File: config.mk
export PLATFORM = sky130hd
export DESIGN_NAME = dcm_reset_sequencer
export DESIGN_NICKNAME = d
export VERILOG_FILES = /design/src/rtl/dcm_reset_pkg.sv /design/src/rtl/dcm_reset_channel.sv /design/src/rtl/dcm_reset_sequencer.sv
export SDC_FILE = /design/constraint.sdc
export NUM_CORES = 1
export LEC_CHECK = 0
export CORE_MARGIN = 2
export CORE_UTILIZATION = 44
export CTS_CLUSTER_SIZE = 12
export DETAILED_ROUTE_END_ITERATION = 8
export GPL_ROUTABILITY_DRIVEN = 0
export SYNTH_ARGS = -nofsm -noshare
export SYNTH_HDL_FRONTEND = slang
export SYNTH_SLANG_ARGS = --single-unit
File: constraint.sdc
create_clock -name CLK -period 5.82 [get_ports CLK]
set_clock_uncertainty 0.15 [all_clocks]
set_input_delay 1.164 -clock CLK [delete_from_list [all_inputs] [get_ports CLK]]
set_output_delay 1.164 -clock CLK [all_outputs]
set_load 0.01 [all_outputs]
File: src/rtl/dcm_reset_pkg.sv
`default_nettype none
// ============================================================================
// Module   : dcm_reset_pkg
// Brief    : Shared state encoding and widths for the DCM reset sequencer.
// Revision : 1.0 - initial release
// ============================================================================
package dcm_reset_pkg;

  typedef enum logic [2:0] {
    ST_DELAY  = 3'd0,
    ST_PULSE  = 3'd1,
    ST_WAIT   = 3'd2,
    ST_LOCKED = 3'd3,
    ST_FAULT  = 3'd4
  } dcm_state_e;

  localparam int c_RETRY_W    = 4;
  localparam int c_SYNC_DEPTH = 2;

endpackage
`default_nettype wire

File: src/rtl/dcm_reset_channel.sv
`default_nettype none
// ============================================================================
// Module   : dcm_reset_channel
// Brief    : One DCM reset/lock channel: LOCKED synchroniser, FSM and counters.
// Revision : 1.0 - initial release
// ============================================================================
module dcm_reset_channel
  import dcm_reset_pkg::*;
#(
  parameter int STARTUP_DELAY = 11,
  parameter int RESET_WIDTH   = 4,
  parameter int LOCK_FILTER   = 8,
  parameter int LOCK_TIMEOUT  = 4096,
  parameter int MAX_RETRIES   = 3,
  parameter int CNT_WIDTH     = 16
) (
  input  logic                 CLK,
  input  logic                 RST,
  input  logic                 LOCKED,
  input  logic                 FORCE_RESET,
  output logic                 DCM_RESET,
  output logic                 CH_LOCKED,
  output logic                 LOCK_LOST,
  output logic                 FAULT,
  output logic [c_RETRY_W-1:0] RETRY_CNT
);

  localparam logic [CNT_WIDTH-1:0] c_DELAY_END   = CNT_WIDTH'(STARTUP_DELAY);
  localparam logic [CNT_WIDTH-1:0] c_PULSE_END   = CNT_WIDTH'(RESET_WIDTH - 1);
  localparam logic [CNT_WIDTH-1:0] c_FILTER_END  = CNT_WIDTH'(LOCK_FILTER);
  localparam logic [CNT_WIDTH-1:0] c_TIMEOUT_END = CNT_WIDTH'(LOCK_TIMEOUT);
  localparam logic [c_RETRY_W-1:0] c_RETRY_MAX   = c_RETRY_W'(MAX_RETRIES);
  localparam logic [c_RETRY_W-1:0] c_RETRY_SAT   = '1;

  // Initial values match the reset values so the block sequences with RST tied low.
  dcm_state_e              r_state     = ST_DELAY;
  logic [c_SYNC_DEPTH-1:0] r_sync      = '0;
  logic [CNT_WIDTH-1:0]    r_cnt       = '0;
  logic [CNT_WIDTH-1:0]    r_filt      = '0;
  logic [c_RETRY_W-1:0]    r_retry     = '0;
  logic [c_RETRY_W-1:0]    r_retry_cnt = '0;
  logic                    r_dcm_reset = 1'b0;
  logic                    r_ch_locked = 1'b0;
  logic                    r_lock_lost = 1'b0;
  logic                    r_fault     = 1'b0;

  dcm_state_e           w_state_next;
  logic [CNT_WIDTH-1:0] w_cnt_inc;
  logic [CNT_WIDTH-1:0] w_filt_inc;
  logic [CNT_WIDTH-1:0] w_cnt_next;
  logic [CNT_WIDTH-1:0] w_filt_next;
  logic [c_RETRY_W-1:0] w_retry_next;
  logic [c_RETRY_W-1:0] w_retry_cnt_next;
  logic                 w_lock_lost;
  logic                 w_locked_s;
  logic                 w_dcm_reset;
  logic                 w_ch_locked;
  logic                 w_fault;

  assign w_locked_s = r_sync[c_SYNC_DEPTH-1];
  assign w_cnt_inc  = r_cnt + 1'b1;
  assign w_filt_inc = r_filt + 1'b1;

  always_ff @(posedge CLK) begin
    if (RST) begin
      r_sync <= '0;
    end else begin
      r_sync <= {r_sync[c_SYNC_DEPTH-2:0], LOCKED};
    end
  end

  always_ff @(posedge CLK) begin
    if (RST) begin
      r_state     <= ST_DELAY;
      r_cnt       <= '0;
      r_filt      <= '0;
      r_retry     <= '0;
      r_retry_cnt <= '0;
      r_dcm_reset <= 1'b0;
      r_ch_locked <= 1'b0;
      r_lock_lost <= 1'b0;
      r_fault     <= 1'b0;
    end else begin
      r_state     <= w_state_next;
      r_cnt       <= w_cnt_next;
      r_filt      <= w_filt_next;
      r_retry     <= w_retry_next;
      r_retry_cnt <= w_retry_cnt_next;
      r_dcm_reset <= w_dcm_reset;
      r_ch_locked <= w_ch_locked;
      r_lock_lost <= w_lock_lost;
      r_fault     <= w_fault;
    end
  end

  // FORCE_RESET overrides every other event; the shared counter restarts on each state change.
  always_comb begin
    w_state_next     = r_state;
    w_cnt_next       = w_cnt_inc;
    w_filt_next      = '0;
    w_retry_next     = r_retry;
    w_retry_cnt_next = r_retry_cnt;
    w_lock_lost      = 1'b0;
    if (FORCE_RESET) begin
      w_state_next     = ST_PULSE;
      w_cnt_next       = '0;
      w_retry_next     = '0;
      w_retry_cnt_next = '0;
    end else begin
      case (r_state)
        ST_DELAY: begin
          if (r_cnt == c_DELAY_END) begin
            w_state_next = ST_PULSE;
            w_cnt_next   = '0;
          end
        end
        ST_PULSE: begin
          if (r_cnt == c_PULSE_END) begin
            w_state_next = ST_WAIT;
            w_cnt_next   = '0;
          end
        end
        ST_WAIT: begin
          w_filt_next = w_locked_s ? w_filt_inc : '0;
          if (w_locked_s && (w_filt_inc == c_FILTER_END)) begin
            w_state_next = ST_LOCKED;
            w_cnt_next   = '0;
            w_filt_next  = '0;
            w_retry_next = '0;
          end else if (w_cnt_inc == c_TIMEOUT_END) begin
            w_cnt_next  = '0;
            w_filt_next = '0;
            if (r_retry_cnt != c_RETRY_SAT) w_retry_cnt_next = r_retry_cnt + 1'b1;
            if (r_retry != c_RETRY_SAT) w_retry_next = r_retry + 1'b1;
            if ((MAX_RETRIES != 0) && (w_retry_next == c_RETRY_MAX)) begin
              w_state_next = ST_FAULT;
            end else begin
              w_state_next = ST_PULSE;
            end
          end
        end
        ST_LOCKED: begin
          w_cnt_next = '0;
          if (!w_locked_s) begin
            w_state_next = ST_PULSE;
            w_lock_lost  = 1'b1;
            w_retry_next = '0;
          end
        end
        ST_FAULT: begin
          w_cnt_next = '0;
        end
        default: begin
          w_state_next = ST_DELAY;
          w_cnt_next   = '0;
        end
      endcase
    end
  end

  // Outputs are decoded from the next state and registered, keeping DCM_RESET glitch-free.
  always_comb begin
    w_dcm_reset = (w_state_next == ST_PULSE);
    w_ch_locked = (w_state_next == ST_LOCKED);
    w_fault     = (w_state_next == ST_FAULT);
  end

  assign DCM_RESET = r_dcm_reset;
  assign CH_LOCKED = r_ch_locked;
  assign LOCK_LOST = r_lock_lost;
  assign FAULT     = r_fault;
  assign RETRY_CNT = r_retry_cnt;

endmodule
`default_nettype wire

File: src/rtl/dcm_reset_sequencer.sv
`default_nettype none
// ============================================================================
// Module   : dcm_reset_sequencer
// Brief    : Power-on/recovery reset sequencer for NUM_DCM clock managers.
// Revision : 1.0 - initial release
// ============================================================================
module dcm_reset_sequencer
  import dcm_reset_pkg::*;
#(
  parameter int NUM_DCM       = 2,
  parameter int STARTUP_DELAY = 11,
  parameter int RESET_WIDTH   = 4,
  parameter int LOCK_FILTER   = 8,
  parameter int LOCK_TIMEOUT  = 4096,
  parameter int MAX_RETRIES   = 3,
  parameter int CNT_WIDTH     = 16
) (
  input  logic                           CLK,
  input  logic                           RST,
  input  logic [NUM_DCM-1:0]             LOCKED,
  input  logic [NUM_DCM-1:0]             FORCE_RESET,
  output logic [NUM_DCM-1:0]             DCM_RESET,
  output logic [NUM_DCM-1:0]             CH_LOCKED,
  output logic                           ALL_LOCKED,
  output logic [NUM_DCM-1:0]             LOCK_LOST,
  output logic [NUM_DCM-1:0]             FAULT,
  output logic [NUM_DCM*c_RETRY_W-1:0]   RETRY_CNT
);

  logic r_all_locked = 1'b0;

  generate
    for (genvar gi = 0; gi < NUM_DCM; gi++) begin : g_ch
      dcm_reset_channel #(
        .STARTUP_DELAY (STARTUP_DELAY),
        .RESET_WIDTH   (RESET_WIDTH),
        .LOCK_FILTER   (LOCK_FILTER),
        .LOCK_TIMEOUT  (LOCK_TIMEOUT),
        .MAX_RETRIES   (MAX_RETRIES),
        .CNT_WIDTH     (CNT_WIDTH)
      ) u_channel (
        .CLK         (CLK),
        .RST         (RST),
        .LOCKED      (LOCKED[gi]),
        .FORCE_RESET (FORCE_RESET[gi]),
        .DCM_RESET   (DCM_RESET[gi]),
        .CH_LOCKED   (CH_LOCKED[gi]),
        .LOCK_LOST   (LOCK_LOST[gi]),
        .FAULT       (FAULT[gi]),
        .RETRY_CNT   (RETRY_CNT[gi*c_RETRY_W +: c_RETRY_W])
      );
    end
  endgenerate

  always_ff @(posedge CLK) begin
    if (RST) begin
      r_all_locked <= 1'b0;
    end else begin
      r_all_locked <= &CH_LOCKED;
    end
  end

  assign ALL_LOCKED = r_all_locked;

endmodule
`default_nettype wire

-- After elaboration in Yosys (flattened, before gate mapping)
Cells that the tools add are included.
- $add $sub $neg: 8
- mux-type cells: 46
- reduce and logical (&&, ||, !) cells: 17
- equal/unequal tests: 32
- bitwise gates (word level): 8
- operator list (kind ; number):
    16-bit two-way mux ; 8
    16-bit case mux with 3 select lines ; 2
    16-bit by 1-bit adder with 16-bit output, second input constant ; 4
    16-bit by 4-bit equality test with 1-bit output, second input constant ; 4
    4-bit two-way mux ; 16
    3-bit two-way mux ; 14
    16-bit by 13-bit equality test with 1-bit output, second input constant ; 2
    16-bit by 2-bit equality test with 1-bit output, second input constant ; 2
    3-bit case mux with 5 select lines ; 2
    3-bit by 2-bit equality test with 1-bit output, second input constant ; 6
    4-bit by 1-bit adder with 4-bit output, second input constant ; 4
    4-bit != test, second input constant ; 4
    4-bit case mux with 2 select lines ; 2
    3-bit by 1-bit equality test with 1-bit output, second input constant ; 4
    3-bit equality test, second input constant ; 4
    6-bit OR reduction ; 2
    4-bit by 2-bit equality test with 1-bit output, second input constant ; 2
    1-bit NOT ; 8
    4-bit AND reduction ; 2
    3-bit logical NOT ; 2
    3-bit by 1-bit != test with 1-bit output, second input constant ; 2
    3-bit AND reduction ; 2
    3-bit OR reduction ; 2
    2-bit != test, second input constant ; 2
    5 further kinds ; 9
- register bits after elaboration: 99
- word-level logic and storage cells: 132
- input port bits: 6
- output and inout bits: 17

-- Logic depth before layout (Yosys ltp)
Gate-level depths: netlist of the first run.
- word-level depth: 13
- gate-level depth with buffers: 11
- depth with buffers taken out: 9

-- Modules after synthesis
From an unflattened synthesis of the first run, not the netlist that was laid out.
- cell total of the unflattened synthesis: 652
- area total of the unflattened synthesis: 5517.8 um^2
- by module, submodules not included (module ; cells an instance ; times used ; seq. area each (um^2) ; area each (um^2)):
    dcm_reset_channel (g_ch[1].u_channel) ; 342 ; 1 ; 980.9 ; 2852.7
    dcm_reset_channel (g_ch[0].u_channel) ; 308 ; 1 ; 980.9 ; 2636.3
    dcm_reset_sequencer ; 2 ; 1 ; 20.0 ; 28.8

-- Least setup slack after synthesis of the first run
No wires, ideal clock.
- kind: reg-to-reg
- start point: reg g_ch[1].u_channel.r_filt[0]
- end point: reg g_ch[1].u_channel.r_cnt[7]
- period minus slack after synthesis: 2.737 ns
- required time: 5.555 ns
- cell stages (with the launch flop): 10
- library setup time: 0.115 ns
- arrival time: 2.472 ns
- path buffers: 1
- slack: 3.083 ns
- path through: dfxtp_1 ha_1 or4b_2 o21ai_0 nand4_1 nor4b_2 nor3_1 o21ai_2 buf_4 nor2_1
- word-level cells in the longest chain between the ends: 5
- ends and longest elaborated chain (item ; RTL line ; source):
    start, declared ; dcm_reset_channel.sv:39 ; logic [CNT_WIDTH-1:0] r_filt = '0;
    start signal, assigned ; dcm_reset_channel.sv:86 ; r_filt <= w_filt_next;
    16-bit by 1-bit adder with 16-bit output ; dcm_reset_channel.sv:62 ; assign w_filt_inc = r_filt + 1'b1;
    16-bit by 4-bit equality test with 1-bit output ; dcm_reset_channel.sv:125 ; if (w_locked_s && (w_filt_inc == c_FILTER_END)) begin
    1-bit logical AND ; dcm_reset_channel.sv:125 ;
    16-bit two-way mux ; dcm_reset_channel.sv:125 ;
    16-bit case mux with 3 select lines ; dcm_reset_channel.sv:110 ; case (r_state)
    end signal, assigned ; dcm_reset_channel.sv:85 ; r_cnt <= w_cnt_next;
    end, declared ; dcm_reset_channel.sv:38 ; logic [CNT_WIDTH-1:0] r_cnt = '0;
No other way between the ends.
A chain may end at the register's enable or synchronous reset.

-- Worst setup path in the final report of the first run
- start point: reg g_ch[1].u_channel.r_filt[0]
- end point: reg g_ch[1].u_channel.r_cnt[13]
Same word-level chain as after synthesis.

==> metrics.txt, run 1 <==
status finished, final reports clean; number of global-route vias before repair around 4000; reg2reg start g_ch[1].u_channel.r_filt[0]$_SDFF_PP0_; IO Port Bufs 22; final cell count without fillers 784; DP Area 0.005524 mm^2; largest net degree at the start of global routing 18; Reg2Reg Setup Slack 2.53 ns; commonest non-fill, non-tap cell in the layout nor2_1; hold depth 1; post-layout min period 3.289 ns; DR iter-0 viols 243; drt total wl 10.53 mm; Worst-Skew Late Latency 0.35 ns; core area 0.01186 mm^2; deepest clock path buffer count 2; # resized after CTS 0; Tot Pwr roughly 1400 uW; critical path type flop to flop; DP Wirelength 7.712 mm; Synth async-reset ratio 0%; Tcrit/Tclk final 56.52%; Min-Delay Path Class flop to flop; R2R cell count 9; post-route cell area 0.005859 mm^2; CTS Root Cell clkbuf_16; Cell variety after synth 67; Max-slew headroom approximately 52%; Final Max Tran Viols 0; Final Hold Viols 0; drt pass-1 iters 5; final setup vio count 0; nets@finish about 650; Power Density 234.8 mW/mm^2; Setup crit end kind flop; TritonCTS clock tree built; WHS Endpoint g_ch[0].u_channel.r_sync[1]$_SDFF_PP0_; Synth Warn # 0; TritonCTS buffer count 9; Cell Count Post-Placement about 770; proportion of layout cells with a drive suffix above 1 5.965%; RSZ-0062 raised after global routing false; area of the multi-input gates 0.003078 mm^2; wire length per cell roughly 13 um; Syn Std Cell Area ~0.0053 mm^2; Max Cap Viol 0; first-pass GRT wire length about 18 mm; crit path launch type flop; Layout fillers 1147; register area share after synthesis 37.46%; ANT nets after route 0; Sequential Area ~0.0020 mm^2; Mapped Nets between 600 and 700; Yosys reg bits 99; worst-path fanout max 16; Max IR drop VDD 0.1230 mV; Hold Buf Count CTS 0; Synth-to-Final Area Change 10.74%; vias 4359; clock slew at reported path FFs 0.07 ns; Peak Freq 304.0 MHz; Antenna diodes 0; Worst EP arrival 3.35 ns; Critical Path RT 5.88 ns; min-delay src g_ch[0].u_channel.r_sync[0]$_SDFF_PP0_; DRC viols 0; H-tree levels 3; Post-synth EDFFs 0; r2r endpoint g_ch[1].u_channel.r_cnt[13]$_SDFF_PP0_; setup_tns 0 ns; Die Footprint 0.01292 mm^2; FP Rows 40; I/O pin count 23; postcts setup bufs 0; antenna violations before repair 0; grt ovf 0; commonest cells after routing, fill and taps aside nor2_1 (102), dfxtp_1 (99), xnor2_1 (42), nand3_1 (39), nand2_1 (36); Vias/cell 5.560; Die H 113.7 um; Starting Density about 45%; TritonCTS Sinks 99; syn avg cell area 8.386 um^2; Least-Margin Pin Slew 0.7120 ns; Top FF cell, synth dfxtp_1; Total GRT Usage 17.45%; cell count after synthesis 631; Die X-Extent 113.7 um; Pleak 0.001916 uW
-- stage by stage --
stage	util, %	hold WS [ns]	worst slack, ns
2_1_floorplan	-	0.2638	3.083
3_3_place_gp	46.57	0.2687	2.449
3_5_place_dp	46.57	0.2755	2.421
4_1_cts	49.40	0.2958	2.540
5_1_grt	49.40	0.3227	2.120
6_report	49.40	0.2899	2.531
-- synthesized netlist by cell type, types with 10 or more instances --
| cell | number | area share (%) |
|---|---|---|
| dfxtp_1 | 99 | 37 |
| a21oi_1 | 23 | 2.2 |
| nor3_1 | 20 | 1.9 |
| nor2_1 | 102 | 7.2 |
| and3_1 | 14 | 1.7 |
| nor2b_1 | 12 | 1.4 |
| nor4_1 | 12 | 1.4 |
| xnor2_1 | 42 | 7.0 |
| xor2_1 | 23 | 3.8 |
| buf_4 | 10 | 1.4 |
| clkbuf_1 | 13 | 0.92 |
| inv_1 | 16 | 1.1 |
| nand3_1 | 39 | 3.7 |
| ha_1 | 10 | 2.4 |
| nand4_1 | 20 | 2.4 |
| nand2_1 | 36 | 2.6 |
-- report_power, final --
part / internal [uW] / leakage, uW / switching (uW) / total (uW)
sequential: 681 / 0.000799 / 5.48 / 687
clock: 394 / 0.000161 / 267 / 661
combinational: 11.8 / 0.000955 / 16.4 / 28.2
total: 1090 / 0.00192 / 289 / 1380
-- per-layer routing --
| metal | wire, um | vias to the layer above | global-route usage (%) |
|---|---|---|---|
| met1 | 5220 | 2056 | 23.49 |
| met3 | 329 | 5 | 2.922 |
| met2 | 4892 | 46 | 27.58 |
| met5 | 0 | - | 0 |
| li1 | - | 2252 | - |
| met4 | 88 | 0 | 7.886 |
-- registers in the layout, indices dropped and copies added, names as in the netlist --
register and count:
ALL_LOCKED 1, g_ch.u_channel.CH_LOCKED 2, g_ch.u_channel.DCM_RESET 2, g_ch.u_channel.FAULT 2
g_ch.u_channel.LOCK_LOST 2, g_ch.u_channel.RETRY_CNT 8, g_ch.u_channel.r_cnt 32, g_ch.u_channel.r_filt 32
g_ch.u_channel.r_retry 8, g_ch.u_channel.r_state 6, g_ch.u_channel.r_sync 4
-- area by class of cell --
cell class,instances,area share (%)
Timing Repair Buffer,22,3.758
Inverter,16,1.025
Clock inverter,6,1.644
Tap cell,147,3.139
Clock buffer,10,4.079
Sequential cell,99,33.82
Multi-Input combinational cell,484,52.53
-- cells by family after synthesis --
group / count (synthesis) / synth area share (%)
mux: 5 / 0.9459
compound gates: 90 / 12.44
xor+xnor: 65 / 10.76
flops: 99 / 37.46
fa+ha+maj: 10 / 2.365
simple gates: 314 / 31.66
buf+inv: 48 / 4.375
-- worst max-delay path by stage --
| stage | from | end | slack (ns) | cells after the start |
|---|---|---|---|---|
| after global placement | RST | g_ch[1].u_channel.r_cnt[11]$_SDFF_PP0_ | 2.45 | 5 |
| after detailed placement | RST | g_ch[1].u_channel.r_cnt[11]$_SDFF_PP0_ | 2.42 | 5 |
| after floorplan | g_ch[1].u_channel.r_filt[0]$_SDFF_PP0_ | g_ch[1].u_channel.r_cnt[7]$_SDFF_PP0_ | 3.08 | 9 |
| after global routing | g_ch[1].u_channel.r_filt[0]$_SDFF_PP0_ | g_ch[1].u_channel.r_filt[13]$_SDFF_PP0_ | 2.12 | 9 |
| after CTS | g_ch[1].u_channel.r_filt[0]$_SDFF_PP0_ | g_ch[1].u_channel.r_cnt[13]$_SDFF_PP0_ | 2.54 | 9 |
| final | g_ch[1].u_channel.r_filt[0]$_SDFF_PP0_ | g_ch[1].u_channel.r_cnt[13]$_SDFF_PP0_ | 2.53 | 9 |
-- worst max-delay path, stage by stage (launching register included) --
cell and delay [ns]:
dfxtp_1 0.40, ha_1 0.25, nand2_1 0.16, nor3_1 0.43, and3_1 0.22, o32ai_1 0.09, nor4b_2 0.61, nor3_1 0.14
o21ai_2 0.59, nor2_1 0.12
(Power assumes the default switching activity.)
==> run 2: changes to the inputs <==
==> constraint.sdc (replaced) <==
create_clock -name CLK -period 3.29 [get_ports CLK]
set_clock_uncertainty 0.15 [all_clocks]
set_input_delay 0.658 -clock CLK [delete_from_list [all_inputs] [get_ports CLK]]
set_output_delay 0.658 -clock CLK [all_outputs]
set_load 0.01 [all_outputs]
==> run 2 against run 1 <==
Net effect:
- maximum frequency rose by 9.9%
- non-clock buffer count increased by 11
- global-route usage down 0.22 points
- critical path depth stayed put
- core utilization increased by 0.45 points
- worst hold slack got worse by 0.00085 ns
- largest power group unchanged
==> metrics.txt, run 2 (synthesized netlist as in run 1, its figures left out) <==
Worst-Skew Late Latency 0.35 ns (about the same); Die Footprint 0.01292 mm^2 (unchanged); post-layout min period 2.993 ns (-0.2962 ns); clock slew at reported path FFs 0.07 ns (about the same); Total GRT Usage 17.23% (-0.22 points); Vias/cell 5.479 (-1.5%); commonest non-fill, non-tap cell in the layout nor2_1; min-delay src g_ch[0].u_channel.r_sync[0]$_SDFF_PP0_; H-tree levels 3 (unchanged); I/O pin count 23 (unchanged); post-route cell area 0.005913 mm^2 (+0.92%); Least-Margin Pin Slew 0.5417 ns (-0.1703 ns); Min-Delay Path Class flop to flop; drt total wl 10.56 mm (+0.28%); Comb pwr share 2.2% (about the same); ANT nets after route 0 (unchanged); DP Wirelength 7.799 mm (+1.1%); Synth-to-Final Area Change 11.75%; reg2reg start g_ch[0].u_channel.r_cnt[0]$_SDFF_PP0_; Worst EP arrival 3.09 ns (-0.26 ns); r2r endpoint g_ch[0].u_channel.r_retry[3]$_SDFFE_PP0P_; critical path type flop to flop; Starting Density 44.61% (unchanged); wire length per cell 13.28 um (-1.1%); FP Rows 40 (unchanged); top flop regs g_ch.u_channel.r_cnt: 32 flops, g_ch.u_channel.r_filt: 32 flops; core area 0.01186 mm^2 (unchanged); Crit path max-delay family simple AND/OR/NAND/NOR gates; Setup crit end kind flop; TritonCTS Sinks 99 (unchanged); Tcrit/Tclk final 90.98% (+34 points); grt ovf 0 (unchanged); antenna violations before repair 0 (unchanged); CP max stage cell or4_4; Reg2Reg Setup Slack 0.30 ns (-2.23 ns); Antenna diodes 0 (unchanged); hold depth 1 (unchanged); nets@finish 659 (+1.7%); Worst Hold Slack 0.2891 ns (-0.0008460 ns); setup_tns 0 ns (unchanged); status finished, final reports clean; CP cell instances ha_1, and2_0, nand4_1, xnor2_1, nand4_1, or4_4, nor3_1, nor2_1, a311oi_1; TritonCTS clock tree built; Final Hold Viols 0 (unchanged); Hold Buf Count CTS 0 (unchanged); Sw Ratio 22.10% (+1.1 points); TritonCTS buffer count 9 (unchanged); commonest cells after routing, fill and taps aside nor2_1 (102), dfxtp_1 (99), xnor2_1 (42), nand3_1 (39), nand2_1 (36); P_int 1821 uW (+68%); number of global-route vias before repair 3926 (+0.13%); Max-slew headroom 63.69% (+11 points); DRC viols 0 (unchanged); first-pass GRT wire length 18.26 mm (about the same); Critical Path RT 3.39 ns (-2.49 ns); IO Port Bufs 22 (unchanged); final cell count without fillers 795 (+1.4%); R2R cell count 9 (unchanged); CTS Root Cell clkbuf_16; Buf/Inv on CP 0 (unchanged); Cell Count Post-Placement 779 (+1.4%); drt pass-1 iters 4 (-1); clock network power share 45.8% (-2.2 points); WHS Endpoint g_ch[0].u_channel.r_sync[1]$_SDFF_PP0_; Die H 113.7 um (unchanged); proportion of layout cells with a drive suffix above 1 7.716% (+1.8 points); Power Density 395.3 mW/mm^2 (+68%); # resized after CTS 0 (unchanged); deepest clock path buffer count 2 (unchanged); DP Area 0.005607 mm^2 (+1.5%); DR iter-0 viols 224 (-7.8%); RSZ-0062 raised after global routing false; worst-path fanout max 6 (-10); Peak Freq 334.1 MHz (+9.9%); crit path launch type flop; Die X-Extent 113.7 um (unchanged); CP dominant cell by count nand4_1; vias 4356 (-0.069%); NetSw 516.5 uW (+79%); Max Cap Viol 0 (unchanged); final setup vio count 0 (unchanged); largest net degree at the start of global routing 18 (unchanged); postcts setup bufs 0 (unchanged); Pleak 0.001951 uW (+1.9%); Max IR drop VDD 0.2359 mV (+92%); Sequential Power Share 52.0% (+2.1 points); Final Max Tran Viols 0 (unchanged); Critical Path Max Stage Delay 0.63 ns (+0.02 ns)
==> run 2: cell types whose count changed in the layout (fill, tap and decap cells not counted), sizes merged <==
cell	before	now
clkinvlp	1	3
buf	0	11
clkbuf	10	9
bufinv	2	1
==> run 2: cell type report <==
class | count | area [um^2]
fill | 1110 | 5948
multi-input combinational | 484 | 3084
sequential | 99 | 1982
timing repair buffer | 33 | 302.8
clock buffer | 9 | 225.2
tap | 147 | 183.9
clock inverter | 7 | 75.07
inverter | 16 | 60.06
==> run 2: how the worst max path moves through the flow <==
stage                                                      start                                          end  slack, ns  cells past startpoint
after floorplan           g_ch[1].u_channel.r_filt[0]$_SDFF_PP0_        g_ch[1].u_channel.r_cnt[7]$_SDFF_PP0_       0.55                      9
after global placement    g_ch[1].u_channel.r_filt[3]$_SDFF_PP0_       g_ch[1].u_channel.DCM_RESET$_SDFF_PP0_       0.38                      8
after detailed placement   g_ch[0].u_channel.r_cnt[3]$_SDFF_PP0_    g_ch[0].u_channel.r_retry[0]$_SDFFE_PP0P_       0.32                      8
after CTS                 g_ch[1].u_channel.r_filt[0]$_SDFF_PP0_       g_ch[1].u_channel.DCM_RESET$_SDFF_PP0_       0.31                      9
after global routing       g_ch[1].u_channel.r_cnt[0]$_SDFF_PP0_  g_ch[1].u_channel.RETRY_CNT[3]$_SDFFE_PP0P_       0.02                      8
final                      g_ch[0].u_channel.r_cnt[0]$_SDFF_PP0_    g_ch[0].u_channel.r_retry[3]$_SDFFE_PP0P_       0.30                      9
==> run 2: stage by stage <==
stage | worst slack, ns | power (uW) | util, %
after global routing | 0.01903 | 2428 | 49.85
after CTS | 0.3066 | 2370 | 49.80
after global placement | 0.3840 | 1295 | 47.27
final | 0.2968 | 2338 | 49.85
after detailed placement | 0.3204 | 1295 | 47.27
after floorplan | 0.5528 | 1277 | -
==> run 2: power groups by stage <==
| stage | Clock [uW] | Sequential, uW | Combinational (uW) |
|---|---|---|---|
| after global routing | 1150 | 1220 | 58.4 |
| after floorplan | 0 | 1240 | 39.6 |
| after CTS | 1100 | 1210 | 52.7 |
| final | 1070 | 1210 | 51.7 |
| after detailed placement | 0 | 1240 | 52.4 |
| after global placement | 0 | 1240 | 51.9 |
==> run 2: metal layers <==
layer | global-route usage [%] | vias to the layer above | share of wire, %
met5 | 0 | - | 0
met4 | 6.748 | 0 | 2.0
met3 | 3.029 | 16 | 2.7
met2 | 26.71 | 50 | 45
met1 | 23.97 | 2014 | 51
li1 | - | 2276 | -
==> run 3: changes to the inputs <==
--- a/config.mk
+++ b/config.mk
@@ -5,6 +5,7 @@
 export SDC_FILE = /design/constraint.sdc
 export NUM_CORES = 1
 export LEC_CHECK = 0
+export CORE_ASPECT_RATIO = 1.5
 export CORE_MARGIN = 2
 export CORE_UTILIZATION = 44
 export CTS_CLUSTER_SIZE = 12
==> run 3 against run 2 <==
Net effect:
- sequential power barely moved
- critical endpoint is now g_ch[1].u_channel.RETRY_CNT[3]$_SDFFE_PP0P_
- cell area rose by 1.0%
- critical path type unchanged
- largest cell class unchanged
- clock power rose by 4%
==> metrics.txt, run 3 (synthesized netlist as in run 1, its figures left out) <==
Die Footprint 0.01294 mm^2 (+0.14%); post-layout min period 3.051 ns (+0.05806 ns); final core occ 50.23% (+0.38 points); Worst EP arrival 3.15 ns (+0.06 ns); Total GRT Usage 18.77% (+1.5 points); vias 4459 (+2.4%); I/O pin count 23 (unchanged); Layout fillers 1138 (+2.5%); core area 0.01189 mm^2 (+0.27%); Tot Pwr 2381 uW (+1.9%); DR iter-0 viols 145 (-35%); min-delay src g_ch[0].u_channel.r_sync[0]$_SDFF_PP0_; Least-Margin Pin Slew 0.5746 ns (+0.03293 ns); antenna violations before repair 0 (unchanged); worst-path fanout max 7 (+1); deepest clock path buffer count 2 (unchanged); Die H 138.3 um (+22%); number of global-route vias before repair 4348 (+11%); TritonCTS Sinks 99 (unchanged); DP Area 0.005622 mm^2 (+0.27%); drt total wl 11.61 mm (+10%); Max-slew headroom 61.34% (-2.4 points); Antenna diodes 0 (unchanged); H-tree levels 3 (unchanged); commonest cells after routing, fill and taps aside nor2_1 (102), dfxtp_1 (99), xnor2_1 (42), nand3_1 (39), nand2_1 (36); wire length per cell 14.46 um (+8.9%); Min-Delay Path Class flop to flop; ANT nets after route 0 (unchanged); Setup crit end kind flop; setup_tns 0 ns (unchanged); top flop regs g_ch.u_channel.r_cnt: 32 flops, g_ch.u_channel.r_filt: 32 flops; TritonCTS buffer count 9 (unchanged); nets@finish 661 (+0.30%); DP Wirelength 8.645 mm (+11%); status finished, final reports clean; Final Max Tran Viols 0 (unchanged); Reg2Reg Setup Slack 0.24 ns (-0.06 ns); Synth-to-Final Area Change 12.91%; Hold Buf Count CTS 0 (unchanged); Power Density 398.6 mW/mm^2 (+0.81%); Worst-Skew Late Latency 0.34 ns (about the same); IO Port Bufs 22 (unchanged); TritonCTS clock tree built; Pleak 0.001990 uW (+2.0%); R2R cell count 8 (-1); proportion of layout cells with a drive suffix above 1 8.000% (+0.28 points); largest net degree at the start of global routing 17 (-1); grt ovf 0 (unchanged); FP Rows 49 (+23%); Die X-Extent 93.54 um (-18%); reg2reg start g_ch[1].u_channel.r_cnt[0]$_SDFF_PP0_; Starting Density 44.49% (-0.12 points); Vias/cell 5.553 (+1.3%); WHS Endpoint g_ch[0].u_channel.r_sync[1]$_SDFF_PP0_; crit path setup slack, layout 0.2388 ns (-0.05806 ns); clock slew at reported path FFs 0.07 ns (about the same); Max Cap Viol 0 (unchanged); Max IR drop VDD 0.2009 mV (-15%); first-pass GRT wire length 19.96 mm (+9.3%); final setup vio count 0 (unchanged); pre-CTS WS 0.03031 ns (-0.2901 ns); hold depth 1 (unchanged); critical path type flop to flop; r2r endpoint g_ch[1].u_channel.RETRY_CNT[3]$_SDFFE_PP0P_; Tcrit/Tclk final 92.74% (+1.8 points); commonest non-fill, non-tap cell in the layout nor2_1; DRC viols 0 (unchanged); RSZ-0062 raised after global routing false; CTS Root Cell clkbuf_16; drt pass-1 iters 4 (unchanged); crit path launch type flop; post-route cell area 0.005974 mm^2 (+1.0%); Final Hold Viols 0 (unchanged); Peak Freq 327.7 MHz (-1.9%); Critical Path RT 3.39 ns (about the same)
-- run 3: critical path, stage by stage (launching register included) --
cell,delay [ns]
dfxtp_1,0.42
ha_1,0.34
and4b_1,0.23
o21bai_1,0.11
a2111oi_1,0.58
o2111ai_2,0.34
nor3_4,0.40
a41oi_1,0.16
a211oi_1,0.23
-- run 3: final cells by class --
cell class,instances,area (um^2),area share [%]
multi-input combinational,484,3100,51.90
sequential,99,1982,33.17
timing repair buffer,35,317.8,5.319
clock buffer,12,266.5,4.461
tap,153,191.4,3.204
inverter,16,60.06,1.005
clock inverter,4,56.30,0.9424
-- run 3: timing repair --
action / 4_1_cts / 5_1_grt
setup endpoints to repair: 0 / 8
setup buffers: 0 / 1
gates resized for setup: 0 / 5
endpoints found under the hold margin: 0 / 0
-- run 3: metrics by stage --
step | hold WS [ns] | std cells
floorplan | 0.2638 | 631
global placement | 0.2764 | 786
detailed placement | 0.2704 | 786
CTS | 0.2866 | 802
global route | 0.3137 | 803
finish | 0.2869 | 803
-- run 3: worst max path at each step --
stage                                           start  slack, ns                                     endpoint
3_5_place_dp    g_ch[1].u_channel.r_cnt[0]$_SDFF_PP0_       0.03           g_ch[1].u_channel.FAULT$_SDFF_PP0_
5_1_grt         g_ch[1].u_channel.r_cnt[0]$_SDFF_PP0_       0.03  g_ch[1].u_channel.RETRY_CNT[3]$_SDFFE_PP0P_
2_1_floorplan  g_ch[1].u_channel.r_filt[0]$_SDFF_PP0_       0.55        g_ch[1].u_channel.r_cnt[7]$_SDFF_PP0_
4_1_cts         g_ch[1].u_channel.r_cnt[0]$_SDFF_PP0_       0.01           g_ch[1].u_channel.FAULT$_SDFF_PP0_
3_3_place_gp    g_ch[1].u_channel.r_cnt[0]$_SDFF_PP0_       0.07           g_ch[1].u_channel.FAULT$_SDFF_PP0_
6_report        g_ch[1].u_channel.r_cnt[0]$_SDFF_PP0_       0.24  g_ch[1].u_channel.RETRY_CNT[3]$_SDFFE_PP0P_
-- run 3: report_power, final --
part | internal, uW | switching (uW)
registers | 1210 | 10.3
logic | 22.4 | 30.5
clock network | 657 | 455
-- run 3: metal layers --
| layer | global-route usage (%) | routed length, um | share of wire [%] | vias up |
|---|---|---|---|---|
| met4 | 7.246 | 219 | 1.9 | 0 |
| met3 | 3.924 | 310 | 2.7 | 15 |
| met1 | 20.95 | 4755 | 41 | 2086 |
| met2 | 34.19 | 6328 | 54 | 75 |
| met5 | 0 | 0 | 0 | - |
| li1 | - | - | - | 2283 |
